===== src/rtl/alu_seq_pkg.sv =====
`default_nettype none
// ============================================================================
//  Module      : alu_pkg
//  Description : Shared op encodings, FSM state type and helpers for alu_seq.
//  Revision    : 1.0 - initial release
// ============================================================================
package alu_pkg;

   localparam logic [3:0] OP_ROL = 4'd0;
   localparam logic [3:0] OP_SLL = 4'd1;
   localparam logic [3:0] OP_ROR = 4'd2;
   localparam logic [3:0] OP_SRA = 4'd3;
   localparam logic [3:0] OP_ADD = 4'd4;
   localparam logic [3:0] OP_OR  = 4'd5;
   localparam logic [3:0] OP_XOR = 4'd6;
   localparam logic [3:0] OP_AND = 4'd7;
   localparam logic [3:0] OP_MUL = 4'd8;

   typedef enum logic [0:0] {
      ST_IDLE = 1'b0,
      ST_MUL  = 1'b1
   } state_t;

   // Encodings 9..15 are unassigned and produce a zero result.
   function automatic logic is_reserved(input logic [3:0] op);
      return (op > OP_MUL);
   endfunction

endpackage
`default_nettype wire


===== src/rtl/alu_seq_if.sv =====
`default_nettype none
// ============================================================================
//  Module      : alu_seq_if
//  Description : Request/result handshake bundle between issue and writeback.
//  Revision    : 1.0 - initial release
// ============================================================================
interface alu_seq_if #(
   parameter int WIDTH = 16
) ();
   logic             in_valid;
   logic             in_ready;
   logic [WIDTH-1:0] a;
   logic [WIDTH-1:0] b;
   logic             cin;
   logic [3:0]       op;
   logic             inv_a;
   logic             inv_b;
   logic             sign;
   logic             out_valid;
   logic             out_ready;
   logic [WIDTH-1:0] out;
   logic             ofl;
   logic             zero;
   logic             busy;

   // Issue/writeback side
   modport master (
      output in_valid, a, b, cin, op, inv_a, inv_b, sign, out_ready,
      input  in_ready, out_valid, out, ofl, zero, busy
   );

   // ALU side
   modport slave (
      input  in_valid, a, b, cin, op, inv_a, inv_b, sign, out_ready,
      output in_ready, out_valid, out, ofl, zero, busy
   );
endinterface
`default_nettype wire


===== src/rtl/alu_seq_core.sv =====
`default_nettype none
// ============================================================================
//  Module      : alu_core
//  Description : Combinational single-cycle ALU ops (shifts, add, logic).
//  Revision    : 1.0 - initial release
// ============================================================================
module alu_core
   import alu_pkg::*;
#(
   parameter int WIDTH = 16
) (
   input  wire logic [WIDTH-1:0] i_a,
   input  wire logic [WIDTH-1:0] i_b,
   input  wire logic             i_cin,
   input  wire logic [3:0]       i_op,
   input  wire logic             i_inv_a,
   input  wire logic             i_inv_b,
   input  wire logic             i_sign,
   output logic      [WIDTH-1:0] o_res,
   output logic                  o_ofl
);
   localparam int SHW = $clog2(WIDTH);

   logic [WIDTH-1:0]   w_a;
   logic [WIDTH-1:0]   w_b;
   logic [SHW-1:0]     w_sh;
   logic [2*WIDTH-1:0] w_rol_dbl;
   logic [2*WIDTH-1:0] w_ror_dbl;
   logic [WIDTH:0]     w_sum;
   logic [WIDTH-1:0]   w_low;

   assign w_a  = i_inv_a ? ~i_a : i_a;
   assign w_b  = i_inv_b ? ~i_b : i_b;
   assign w_sh = w_b[SHW-1:0];

   // Rotates come from shifting a doubled copy of the operand.
   assign w_rol_dbl = {w_a, w_a} << w_sh;
   assign w_ror_dbl = {w_a, w_a} >> w_sh;

   // Full sum gives carry-out; the sum of the low WIDTH-1 bits gives carry into MSB.
   assign w_sum = {1'b0, w_a} + {1'b0, w_b} + {{WIDTH{1'b0}}, i_cin};
   assign w_low = {1'b0, w_a[WIDTH-2:0]} + {1'b0, w_b[WIDTH-2:0]} + {{(WIDTH-1){1'b0}}, i_cin};

   // Op select; MUL and reserved encodings fall through to zero.
   always_comb begin
      o_res = '0;
      o_ofl = 1'b0;
      if (!is_reserved(i_op)) begin
         case (i_op)
            OP_ROL: o_res = w_rol_dbl[2*WIDTH-1:WIDTH];
            OP_SLL: o_res = w_a << w_sh;
            OP_ROR: o_res = w_ror_dbl[WIDTH-1:0];
            OP_SRA: o_res = $unsigned($signed(w_a) >>> w_sh);
            OP_ADD: begin
               o_res = w_sum[WIDTH-1:0];
               o_ofl = i_sign ? (w_low[WIDTH-1] ^ w_sum[WIDTH]) : w_sum[WIDTH];
            end
            OP_OR:  o_res = w_a | w_b;
            OP_XOR: o_res = w_a ^ w_b;
            OP_AND: o_res = w_a & w_b;
            default: ;
         endcase
      end
   end
endmodule
`default_nettype wire


===== src/rtl/alu_seq.sv =====
`default_nettype none
// ============================================================================
//  Module      : alu_seq
//  Description : Handshaked ALU with registered result and iterative MUL.
//  Revision    : 1.0 - initial release
// ============================================================================
module alu_seq
   import alu_pkg::*;
#(
   parameter int WIDTH = 16,
   parameter int SHW   = $clog2(WIDTH)
) (
   input wire logic clk,
   input wire logic rst,
   alu_seq_if.slave bus
);
   localparam logic [SHW:0] c_cnt_init = (SHW+1)'(WIDTH);
   localparam logic [SHW:0] c_cnt_last = (SHW+1)'(1);

   state_t             r_state;
   state_t             w_state_nxt;
   logic [2*WIDTH-1:0] r_mcand;
   logic [WIDTH-1:0]   r_mplier;
   logic [2*WIDTH-1:0] r_acc;
   logic [SHW:0]       r_count;
   logic [WIDTH-1:0]   r_out;
   logic               r_ofl;
   logic               r_zero;
   logic               r_out_valid;

   logic               w_in_ready;
   logic               w_accept;
   logic               w_start_mul;
   logic               w_start_single;
   logic               w_mul_done;
   logic [2*WIDTH-1:0] w_acc_nxt;
   logic [WIDTH-1:0]   w_core_res;
   logic               w_core_ofl;

   // Single-entry buffer: accept when empty or being drained this cycle.
   assign w_in_ready     = !rst && (r_state == ST_IDLE) && (!r_out_valid || bus.out_ready);
   assign w_accept       = bus.in_valid && w_in_ready;
   assign w_start_mul    = w_accept && (bus.op == OP_MUL);
   assign w_start_single = w_accept && (bus.op != OP_MUL);
   assign w_mul_done     = (r_state == ST_MUL) && (r_count == c_cnt_last);
   assign w_acc_nxt      = r_acc + (r_mplier[0] ? r_mcand : '0);

   alu_core #(.WIDTH(WIDTH)) u_core (
      .i_a     (bus.a),
      .i_b     (bus.b),
      .i_cin   (bus.cin),
      .i_op    (bus.op),
      .i_inv_a (bus.inv_a),
      .i_inv_b (bus.inv_b),
      .i_sign  (bus.sign),
      .o_res   (w_core_res),
      .o_ofl   (w_core_ofl)
   );

   // State register.
   always_ff @(posedge clk) begin
      if (rst) r_state <= ST_IDLE;
      else     r_state <= w_state_nxt;
   end

   // Next-state: enter MUL on accept, leave on the last iteration.
   always_comb begin
      w_state_nxt = r_state;
      case (r_state)
         ST_IDLE: if (w_start_mul) w_state_nxt = ST_MUL;
         ST_MUL:  if (w_mul_done)  w_state_nxt = ST_IDLE;
         default: w_state_nxt = ST_IDLE;
      endcase
   end

   // Shift-add multiplier datapath.
   always_ff @(posedge clk) begin
      if (rst) begin
         r_mcand  <= '0;
         r_mplier <= '0;
         r_acc    <= '0;
         r_count  <= '0;
      end else if (w_start_mul) begin
         r_mcand  <= {{WIDTH{1'b0}}, bus.a};
         r_mplier <= bus.b;
         r_acc    <= '0;
         r_count  <= c_cnt_init;
      end else if (r_state == ST_MUL) begin
         r_acc    <= w_acc_nxt;
         r_mcand  <= r_mcand << 1;
         r_mplier <= r_mplier >> 1;
         r_count  <= r_count - 1'b1;
      end
   end

   // Output register: new result wins over a simultaneous consume.
   always_ff @(posedge clk) begin
      if (rst) begin
         r_out       <= '0;
         r_ofl       <= 1'b0;
         r_zero      <= 1'b0;
         r_out_valid <= 1'b0;
      end else if (w_start_single) begin
         r_out       <= w_core_res;
         r_ofl       <= w_core_ofl;
         r_zero      <= (w_core_res == '0);
         r_out_valid <= 1'b1;
      end else if (w_mul_done) begin
         r_out       <= w_acc_nxt[WIDTH-1:0];
         r_ofl       <= |w_acc_nxt[2*WIDTH-1:WIDTH];
         r_zero      <= (w_acc_nxt[WIDTH-1:0] == '0);
         r_out_valid <= 1'b1;
      end else if (bus.out_ready) begin
         r_out_valid <= 1'b0;
      end
   end

   assign bus.in_ready  = w_in_ready;
   assign bus.out_valid = r_out_valid;
   assign bus.out       = r_out;
   assign bus.ofl       = r_ofl;
   assign bus.zero      = r_zero;
   assign bus.busy      = (r_state == ST_MUL);
endmodule
`default_nettype wire


===== src/flat_wrapper.sv =====
// flat-port wrapper written by rule: the top's interface ports become plain ports
module alu_seq_flat import alu_pkg::*;
#(
   parameter int WIDTH = 16,
   parameter int SHW   = $clog2(WIDTH)
)
  (clk, rst, bus_in_valid, bus_a, bus_b, bus_cin, bus_op, bus_inv_a, bus_inv_b, bus_sign, bus_out_ready, bus_in_ready, bus_out_valid, bus_out, bus_ofl, bus_zero, bus_busy);
  alu_seq_if #(.WIDTH(WIDTH)) bus_i ();
  input wire logic clk;
  input wire logic rst;
  input wire logic [$bits(bus_i.in_valid)-1:0] bus_in_valid;
  input wire logic [$bits(bus_i.a)-1:0] bus_a;
  input wire logic [$bits(bus_i.b)-1:0] bus_b;
  input wire logic [$bits(bus_i.cin)-1:0] bus_cin;
  input wire logic [$bits(bus_i.op)-1:0] bus_op;
  input wire logic [$bits(bus_i.inv_a)-1:0] bus_inv_a;
  input wire logic [$bits(bus_i.inv_b)-1:0] bus_inv_b;
  input wire logic [$bits(bus_i.sign)-1:0] bus_sign;
  input wire logic [$bits(bus_i.out_ready)-1:0] bus_out_ready;
  output wire logic [$bits(bus_i.in_ready)-1:0] bus_in_ready;
  output wire logic [$bits(bus_i.out_valid)-1:0] bus_out_valid;
  output wire logic [$bits(bus_i.out)-1:0] bus_out;
  output wire logic [$bits(bus_i.ofl)-1:0] bus_ofl;
  output wire logic [$bits(bus_i.zero)-1:0] bus_zero;
  output wire logic [$bits(bus_i.busy)-1:0] bus_busy;
  assign bus_i.in_valid = bus_in_valid;
  assign bus_i.a = bus_a;
  assign bus_i.b = bus_b;
  assign bus_i.cin = bus_cin;
  assign bus_i.op = bus_op;
  assign bus_i.inv_a = bus_inv_a;
  assign bus_i.inv_b = bus_inv_b;
  assign bus_i.sign = bus_sign;
  assign bus_i.out_ready = bus_out_ready;
  assign bus_in_ready = bus_i.in_ready;
  assign bus_out_valid = bus_i.out_valid;
  assign bus_out = bus_i.out;
  assign bus_ofl = bus_i.ofl;
  assign bus_zero = bus_i.zero;
  assign bus_busy = bus_i.busy;
  alu_seq #(.WIDTH(WIDTH), .SHW(SHW)) u_core (.clk(clk), .rst(rst), .bus(bus_i));
endmodule

===== config.mk =====
export PLATFORM = sky130hd
export DESIGN_NAME = alu_seq_flat
export DESIGN_NICKNAME = d
export VERILOG_FILES = /design/src/rtl/alu_seq_pkg.sv /design/src/rtl/alu_seq_if.sv /design/src/rtl/alu_seq_core.sv /design/src/rtl/alu_seq.sv /design/src/flat_wrapper.sv
export SDC_FILE = /design/constraint.sdc
export NUM_CORES = 1
export LEC_CHECK = 0
export CAP_MARGIN = 5
export CORE_MARGIN = 2
export CORE_UTILIZATION = 40
export CTS_CLUSTER_DIAMETER = 50
export DETAILED_ROUTE_END_ITERATION = 12
export DONT_BUFFER_PORTS = 1
export PLACE_DENSITY = 0.57
export SYNTH_ARGS = -nofsm -noshare
export SYNTH_HDL_FRONTEND = slang
export SYNTH_HIERARCHICAL = 1
export SYNTH_SLANG_ARGS = --single-unit

===== constraint.sdc =====
create_clock -name clk -period 5.15 [get_ports clk]
set_input_delay 0.515 -clock clk [delete_from_list [all_inputs] [get_ports clk]]
set_output_delay 0.515 -clock clk [all_outputs]
set_load 0.01 [all_outputs]

# Yosys cells after proc, flatten, opt, wreduce, memory -nomap -nowiden
# Cells that the tools add are included.
# word_totals
reg_bits,105
in_bits,44
output_inout_bits,21
word_cells,82
# op_classes
add_sub_neg,6
n_lt_le_gt_ge,1
n_eq_ne,10
shifts,4
n_mux,26
n_bitwise,7
reduce_logical,17
# op_table
op,count
2-to-1 mux 16 bit,9
case mux 16 bit (8 select lines),1
adder 32 bit,1
logical NOT 16 bit,2
2-to-1 mux 32 bit,1
inverter 16 bit,2
<< shifter 32 x 4 -> 32 bit,1
>> shifter 32 x 4 -> 16 bit,1
adder 16 x 16 -> 17 bit,1
adder 17 x 1 -> 17 bit,1
adder 15 x 15 -> 16 bit,1
adder 16 x 1 -> 16 bit,1
AND 16 bit,1
equality test 4 x 3 -> 1 bit (second input constant),4
bitwise OR 16 bit,1
OR reduction 16 bit,1
<< shifter 16 x 4 -> 16 bit,1
>>> shifter 16 x 4 -> 16 bit,1
XOR 16 bit,1
2-to-1 mux 1 bit,12
2-to-1 mux 5 bit,2
equality test 4 x 2 -> 1 bit (second input constant),2
logical AND 1 bit,6
equality test 5 x 1 -> 1 bit (second input constant),1
14 further kinds,16

# Longest topological paths before layout
# Gate-level depths: netlist (run 1).
# logic_depth
ltp_word,9
depth_mapped,18
ltp_nobuf,16

# Hierarchy
# The synthesis (run 1) kept the hierarchy.
# by_module_without_submodules
module,instances,cells_each,area_per_inst_um2,seq_area_each_um2
alu_seq,1,742,6158.4,2102.0
alu_core,1,648,4480.5,0.0

# Worst setup path before layout (run 1)
# OpenSTA, ideal clock, no wires.
# synth_path
path_type,input -> register
from,in bus_inv_b
to,"reg u_core.r_zero, in the netlist u_core/bus.zero"
setup_time_ns,0.059
arrival_time_ns,3.903
t_required_ns,5.091
setup_slack_ns,1.188
cell_stages,18
n_path_buf,4
cell_sequence,buf_2 > xor2_1 > buf_2 > clkbuf_1 > clkbuf_1 > ha_1 > nor2b_1 > o2111ai_1 > a211oi_1 > a211oi_1 > xnor2_1 > a211oi_1 > nand3_1 > nor4_1 > and4_1 > a21oi_1 > nor2_1 > a31o_1
# synth_via
elab_chain_len,7
elab_cells_between_ends,14
classes_between,add/sub (2); shift (4); mux (4); bitwise (3); reduce/logical (1)
# synth_rtl
item,line,source
start: declaration,flat_wrapper.sv:17,input wire logic [$bits(bus_i.inv_b)-1:0] bus_inv_b;
2-to-1 mux 16 bit *,alu_seq_core.sv:33,assign w_b = i_inv_b ? ~i_b : i_b;
adder 16 x 16 -> 17 bit,alu_seq_core.sv:41,"assign w_sum = {1'b0, w_a} + {1'b0, w_b} + {{WIDTH{1'b0}}, i_cin};"
adder 17 x 1 -> 17 bit,alu_seq_core.sv:41,
case mux 16 bit (8 select lines) *,alu_seq_core.sv:49,case (i_op)
2-to-1 mux 16 bit *,alu_seq_core.sv:48,if (!is_reserved(i_op)) begin
via u_core.w_core_res[12],alu_seq.sv:37,logic [WIDTH-1:0] w_core_res;
logical NOT 16 bit *,alu_seq.sv:106,r_zero <= (w_core_res == '0);
2-to-1 mux 1 bit *,alu_seq.sv:103,end else if (w_start_single) begin
end signal: assignment,alu_seq.sv:106,
end signal: assignment,alu_seq.sv:111,r_zero <= (w_acc_nxt[WIDTH-1:0] == '0);
end: declaration,alu_seq.sv:28,logic r_zero;
# The timed path passes the listed nets; every way through them passes the cells marked *.
# A chain may end at the register's enable or synchronous reset.

# Worst setup path in the final report (run 1)
# layout_path
from,in bus_inv_a
to,"reg u_core.r_zero, in the netlist u_core/bus.zero"
# layout_via
elab_chain_len,7
elab_cells_between_ends,14
classes_between,add/sub (2); shift (4); mux (4); bitwise (3); reduce/logical (1)
# layout_rtl
item,line,source
start: declaration,flat_wrapper.sv:16,input wire logic [$bits(bus_i.inv_a)-1:0] bus_inv_a;
2-to-1 mux 16 bit *,alu_seq_core.sv:32,assign w_a = i_inv_a ? ~i_a : i_a;
adder 16 x 16 -> 17 bit,alu_seq_core.sv:41,
adder 17 x 1 -> 17 bit,alu_seq_core.sv:41,
case mux 16 bit (8 select lines) *,alu_seq_core.sv:49,
2-to-1 mux 16 bit *,alu_seq_core.sv:48,
via u_core.w_core_res[14],alu_seq.sv:37,
logical NOT 16 bit *,alu_seq.sv:106,
2-to-1 mux 1 bit *,alu_seq.sv:103,
# Marked as above.

==> summary.md, run 1 <==
| Metric | Value |
|---|---|
| Layer with the highest usage | met2 |
| Layout cell share with drive strength beyond 1 | 6.086% |
| Met3 GRT Util | 4.111% |
| Pin count of the biggest net entering global routing | 65 |
| Register area share after synthesis | 19.76% |
| Total power | 0.002357 W |
| Static leakage | 4.286 nW |
| Worst slew pin tran | 1180 ps |
| Pre-antenna DRT Iters | 8 |
| NetSw | 0.0008388 W |
| Die H | 167.1 um |
| Gate Count Post-Synth | 1390 |
| Remaining global-route overflow | 0 |
| Worst path required time | 5450 ps |
| Critical path launch point type | input port |
| CP Buf/Inv Count | 1 |
| Int Power | 0.001518 W |
| Iteration-0 DRC Markers | 1007 |
| Detailed-placement wirelength estimate | 27.86 mm |
| R2r startpoint | u_core/r_mplier[0]$_SDFFE_PP0P_ |
| Synthesized area | 10640 sq um |
| Port buffer count | 0 |
| Worst Setup SP | bus_inv_a |
| RSZ-0062 raised after global routing | no |
| CTS max path bufs | 2 |
| First-pass GRT wire length | 55.94 mm |
| Filler instances | 2681 |
| GRT met2 Usage | 41.51% |
| Reg power frac | 35.5% |
| Synth top cells by count | nor2_1, nand2_1, a21oi_1 |
| Synth Flop Type | dfxtp_1 |
| Final setup viols | 0 |
| Syn avg cell area | 7.654 sq um |
| DR vias | 10180 |
| Routed Antenna Nets | 0 |
| Design Area, Final | 11190 sq um |
| MaxCap Viol Count | 0 |
| Clock slew at reported path FFs | 70 ps |
| Outcome | finished clean |
| Number of synthesized flops with an enable pin | 0 |
| GR Util met1 | 33.39% |
| Total global-route track usage | 25.22% |
| Comb power frac | 33.4% |
| Clock latency on the worst-skew pair | 360 ps |
| Normalized max-slew margin | 19.32% |
| Die area | 27920 sq um |
| F_max | 0.2565 GHz |
| Crit-path leading delay family | compound AO/OA/AOI/OAI gates |
| Clock Sinks | 105 |
| Yosys top cell by area | dfxtp_1 |
| Area growth from synthesis to final layout | 5.139% |
| Slowest CP cell | a211oi_1 |
| PwrDens | 210.7 nW/um^2 |
| Row count | 59 |
| Min-Delay Startpoint | rst |
| Kind of end point of the critical path | flop |
| Min Clock Period, post-route | 3899 ps |
| CP max stage delay | 530 ps |
| CP Class | in2reg |
| Post-synthesis sequential element count | 105 |
| Count leader, synth | nor2_1 |
| Core area | 26060 sq um |
| Post-synth ARST share | 0% |
| Syn Nets | 1503 |
| Fin Setup TNS | 0 ps |
| Max FO, Critical Path | 58 |
| Post-synth top area share | 19.76% |
| Maximum VDD drop | 0.1222 mV |
| Die width | 167.1 um |
| Pins Over Slew Limit | 0 |
| Io pins | 65 |
| Post-CTS Setup Bufs | 0 |
| Min-Delay Path Class | in2reg |
| Sw frac | 35.59% |
| Antenna violations before repair | 0 |
| Vias in the first global route | 9612 |
| Routed wire length per instance | 21.73 um |
| Post-CTS Resized | 0 |
| Clock power share | 31.0% |
| Worst Skew | 10.44 ps |
| RD Place Congestion | 0.9933 |
| Synth Warn # | 6 |
| Ant diodes | 0 |
| Min Hold Slack | 227.7 ps |
| Total CTS buffers | 9 |
| Synth top area cells | dfxtp_1, mux2i_1, ha_1, nor2_1, a21oi_1 |
| Number of vias per cell | 6.112 |
| Synth unique cells | 83 |
| Hold Violations, Final | 0 |
| Htree depth | 3 |
| Final WL | 36.21 mm |
| Number of nets in the layout | 1439 |
| CTS tree | yes |
| Finished Core Util | 42.93% |
| CTS Hold Buffers Added | 0 |
| CP arrival | 4200 ps |
| CTS root buffer | clkbuf_16 |
| Period utilization | 75.72% |
| Initial Utilization | 40.83% |
| Drc violations | 0 |
| Area after DPL | 10870 sq um |
| Crit-path cells | xor2_1 > fa_1 > inv_1 > fa_1 > nor2b_1 > o2111ai_1 > a211oi_1 > o211ai_1 > a21oi_1 > mux2i_1 > nand4_1 > nor4_1 > and4_1 > a21oi_1 > nor2_1 > a31o_1 |
[state kept, by name (all words and copies together), names as in the netlist]
register and cells:
u_core/bus.busy 1, u_core/bus.ofl 1, u_core/bus.out 16, u_core/bus.out_valid 1, u_core/bus.zero 1, u_core/r_acc 32, u_core/r_count 5, u_core/r_mcand 32
u_core/r_mplier 16
[metrics by stage]
stage / setup WS [ps] / instances
after floorplan: 1188 / 1390
after global placement: 1064 / 1650
after detailed placement: 945.2 / 1650
after CTS: 1293 / 1666
after global routing: 995.4 / 1666
final: 1251 / 1666
[kinds of logic (layout without fill, tap and decap cells)]
family                     after synthesis  after routing  share of synthesized area [%]
AOI/OAI and AO/OA                      368            368                          23.67
adders and majority gates               69             69                          8.326
and+or+nand+nor                        487            487                          21.78
xor gates and xnor gates                96             96                          7.974
muxes                                  124            124                          13.28
buffers and inverters                  141             82                          5.210
DFF                                    105            105                          19.76
[final timing paths]
check             cells past startpoint                             end  slack, ps
setup / recovery                     16    u_core/bus.zero$_SDFFE_PP0P_       1250
hold / removal                        1  u_core/r_mcand[9]$_SDFFE_PP0P_        230
setup reg to reg                      9    u_core/bus.zero$_SDFFE_PP0P_       1430
hold reg to reg                       2   u_core/r_acc[15]$_SDFFE_PP0P_        480
[worst reg2reg max path: stages, from the launching register on]
cell     delay (ps)
dfxtp_1         740
and2_1          240
ha_1            180
fa_1            470
or4_1           530
or3_1           340
or4_1           410
or3_1           360
nor4_2          210
a31o_1          180
[power by group through the flow]
stage | clock (W) | sequential, W | combinational [W]
2_1_floorplan | 0 | 0.000850 | 0.000592
5_1_grt | 0.000782 | 0.000839 | 0.000840
4_1_cts | 0.000756 | 0.000838 | 0.000769
3_5_place_dp | 0 | 0.000857 | 0.000766
3_3_place_gp | 0 | 0.000857 | 0.000766
6_report | 0.000731 | 0.000838 | 0.000788
[cell type report]
type / instances / area, sq um / share of cell area [%]
Clock buffer: 10 / 239.0 / 2.136
Clock inverter: 6 / 72.57 / 0.6488
Inverter: 50 / 187.7 / 1.678
Multi-Input combinational cell: 1144 / 8041 / 71.89
Sequential cell: 105 / 2106 / 18.83
Tap cell: 335 / 419.2 / 3.747
Timing Repair Buffer: 16 / 120.1 / 1.074
[layer usage]
metal	routed length, um	part of all wire [%]
met1	15810	44
met5	0	0
met3	2385	6.6
met2	16800	46
met4	1212	3.3
[cells in the final DEF (no fill, tap or decap), drive strengths merged, types with 6 or more instances in the layout]
master	netlist	routed
dfxtp	105	105
nor2	177	177
o22ai	13	13
mux2i	104	104
nor3	27	27
xor2	47	47
nand2b	26	26
buf	28	16
or3	6	6
a221oi	26	26
a31oi	8	8
o21ai	51	51
a211oi	35	35
clkbuf	63	10
and2	38	38
nor4	10	10
nand2	113	113
nand3b	6	6
a22oi	28	28
and3	7	7
a21o	12	12
mux4	13	13
o211ai	17	17
xnor2	49	49
or2	8	8
nand4	8	8
ha	66	66
a21oi	108	108
nor2b	9	9
nand3	31	31
inv	49	52
mux2	7	7
(Power assumes the default switching activity.)
==> run 2, diff against run 1 <==
- clock period: 5.15 -> 3.6 ns (I/O delays scaled with it)
==> summary.md, run 2 (synthesis results as in run 1) <==
| Metric | Value |
|---|---|
| R2R Path End | u_core/bus.zero$_SDFFE_PP0P_ |
| Metal2 WL | 17.12 mm |
| Max Used Layer | met4 |
| Initial Utilization | 40.83% |
| Htree depth | 3 |
| Biggest regs | u_core/r_acc x32, u_core/r_mcand x32 |
| Comb power frac | 37.1% |
| PwrDens | 292.6 nW/um^2 |
| RSZ-0062 raised after global routing | no |
| Die H | 167.1 um |
| Reg power frac | 35.0% |
| Final WL | 37.55 mm |
| Max FO, Critical Path | 18 |
| R2r startpoint | u_core/r_mplier[0]$_SDFFE_PP0P_ |
| CTS root buffer | clkbuf_16 |
| Antenna violations before repair | 0 |
| Area growth from synthesis to final layout | 9.643% |
| Sw frac | 36.35% |
| Pins Over Slew Limit | 0 |
| R2R Setup Slk | 190 ps |
| Drc violations | 0 |
| Filler instances | 2632 |
| Int Power | 0.002173 W |
| R2R depth | 10 |
| Post-CTS Setup Bufs | 0 |
| Die area | 27920 sq um |
| Most frequent cells in the layout | nor2_1, nand2_1, a21oi_1 |
| Critical path launch point type | flop |
| Routed Antenna Nets | 0 |
| Static leakage | 4.585 nW |
| Pre-antenna DRT Iters | 5 |
| CTS Hold Buffers Added | 0 |
| Row count | 59 |
| Total CTS buffers | 9 |
| Min Clock Period, post-route | 3415 ps |
| Detailed-placement wirelength estimate | 29.17 mm |
| Ant diodes | 0 |
| Routed wire length per instance | 21.78 um |
| Period utilization | 94.86% |
| CP arrival | 3710 ps |
| Number of nets in the layout | 1497 |
| M1 wire length | 16.66 mm |
| F_max | 0.2928 GHz |
| Min-Delay Path Class | in2reg |
| Outcome | finished clean |
| Io pins | 65 |
| Port buffer count | 0 |
| DR WL met3 | 2.202 mm |
| Clock power share | 28.0% |
| Die width | 167.1 um |
| Vias in the first global route | 10080 |
| Normalized max-slew margin | 38.40% |
| Total power | 0.003413 W |
| First-pass GRT wire length | 58.22 mm |
| Worst slew pin tran | 924.0 ps |
| CTS max path bufs | 2 |
| Final setup viols | 0 |
| Sequential cell area | 2106 sq um |
| Pin count of the biggest net entering global routing | 59 |
| Worst Setup SP | u_core/r_mplier[0]$_SDFFE_PP0P_ |
| RD Place Congestion | 0.9881 |
| Iteration-0 DRC Markers | 892 |
| Maximum VDD drop | 0.2308 mV |
| Commonest non-fill, non-tap cell in the layout | nor2_1 |
| DR vias | 10520 |
| NetSw | 0.001241 W |
| CTS tree | yes |
| Total global-route track usage | 26.37% |
| Kind of end point of the critical path | flop |
| Number of vias per cell | 6.104 |
| Clock latency on the worst-skew pair | 360 ps |
| Hold Violations, Final | 0 |
| Min Hold Slack | 67.03 ps |
| Clock slew at reported path FFs | 80 ps |
| CP Capture Point | u_core/bus.zero$_SDFFE_PP0P_ |
| Core area | 26060 sq um |
| Worst path required time | 3900 ps |
| Clock Sinks | 105 |
| Worst Skew | 8.017 ps |
| Remaining global-route overflow | 0 |
| CP Class | reg2reg |
| Multi-input gate area | 8083 sq um |
| MaxCap Viol Count | 0 |
| Layout cell share with drive strength beyond 1 | 10.01% |
## run 2: power by group through the flow
stage	Combinational, W	Sequential, W	Clock, W
after floorplan	0.000853	0.00122	0
after global placement	0.00123	0.00122	0
after detailed placement	0.00123	0.00122	0
after CTS	0.00124	0.00119	0.000983
after global routing	0.00135	0.00119	0.00103
final	0.00127	0.00119	0.000954
## run 2: cell type report
class	instances	area share (%)
tap	335	3.593
multi-input combinational	1144	69.29
timing repair buffer	74	5.084
sequential	105	18.05
clock buffer	10	1.963
inverter	50	1.609
clock inverter	6	0.4076
## run 2: worst max-delay path: stages (launching register included)
cell     delay [ps]
dfxtp_1         300
buf_4           170
and2_1          160
ha_1            210
fa_1            510
or4_1           540
or3_1           330
or4_1           390
or3_1           370
nor4_4          190
a31o_1          190
## run 2: routing by layer
| layer | global-route usage, % | up-vias |
|---|---|---|
| li1 | - | 5048 |
| met1 | 34.46 | 5041 |
| met2 | 43.14 | 365 |
| met3 | 4.420 | 70 |
| met4 | 10.87 | 0 |
| met5 | 0 | - |
## run 2: worst min path at each step
stage	from	endpoint	depth (start not counted)
6_report	rst	u_core/bus.out[1]$_SDFFE_PP0P_	1
5_1_grt	rst	u_core/r_mcand[4]$_SDFFE_PP0P_	1
4_1_cts	rst	u_core/bus.out[3]$_SDFFE_PP0P_	1
3_5_place_dp	rst	u_core/bus.out[3]$_SDFFE_PP0P_	1
3_3_place_gp	rst	u_core/bus.out[2]$_SDFFE_PP0P_	1
2_1_floorplan	u_core/r_acc[15]$_SDFFE_PP0P_	u_core/r_acc[15]$_SDFFE_PP0P_	2
## run 2: what timing repair did
item / CTS / global route
gates resized for setup: 0 / 1
endpoints found under the hold margin: 0 / 0
endpoints found under the setup margin: 0 / 1
## run 2: stage by stage
stage	cells	TNS [ps]	cell area [sq um]	worst slack (ps)	util [%]
2_1_floorplan	1390	0	10690	3.912	-
3_3_place_gp	1708	-6.351	11380	-6.351	43.67
3_5_place_dp	1708	-5.143	11380	-5.143	43.67
4_1_cts	1724	0	11660	134.6	44.73
5_1_grt	1724	0	11660	21.45	44.76
6_report	1724	0	11660	185.1	44.76
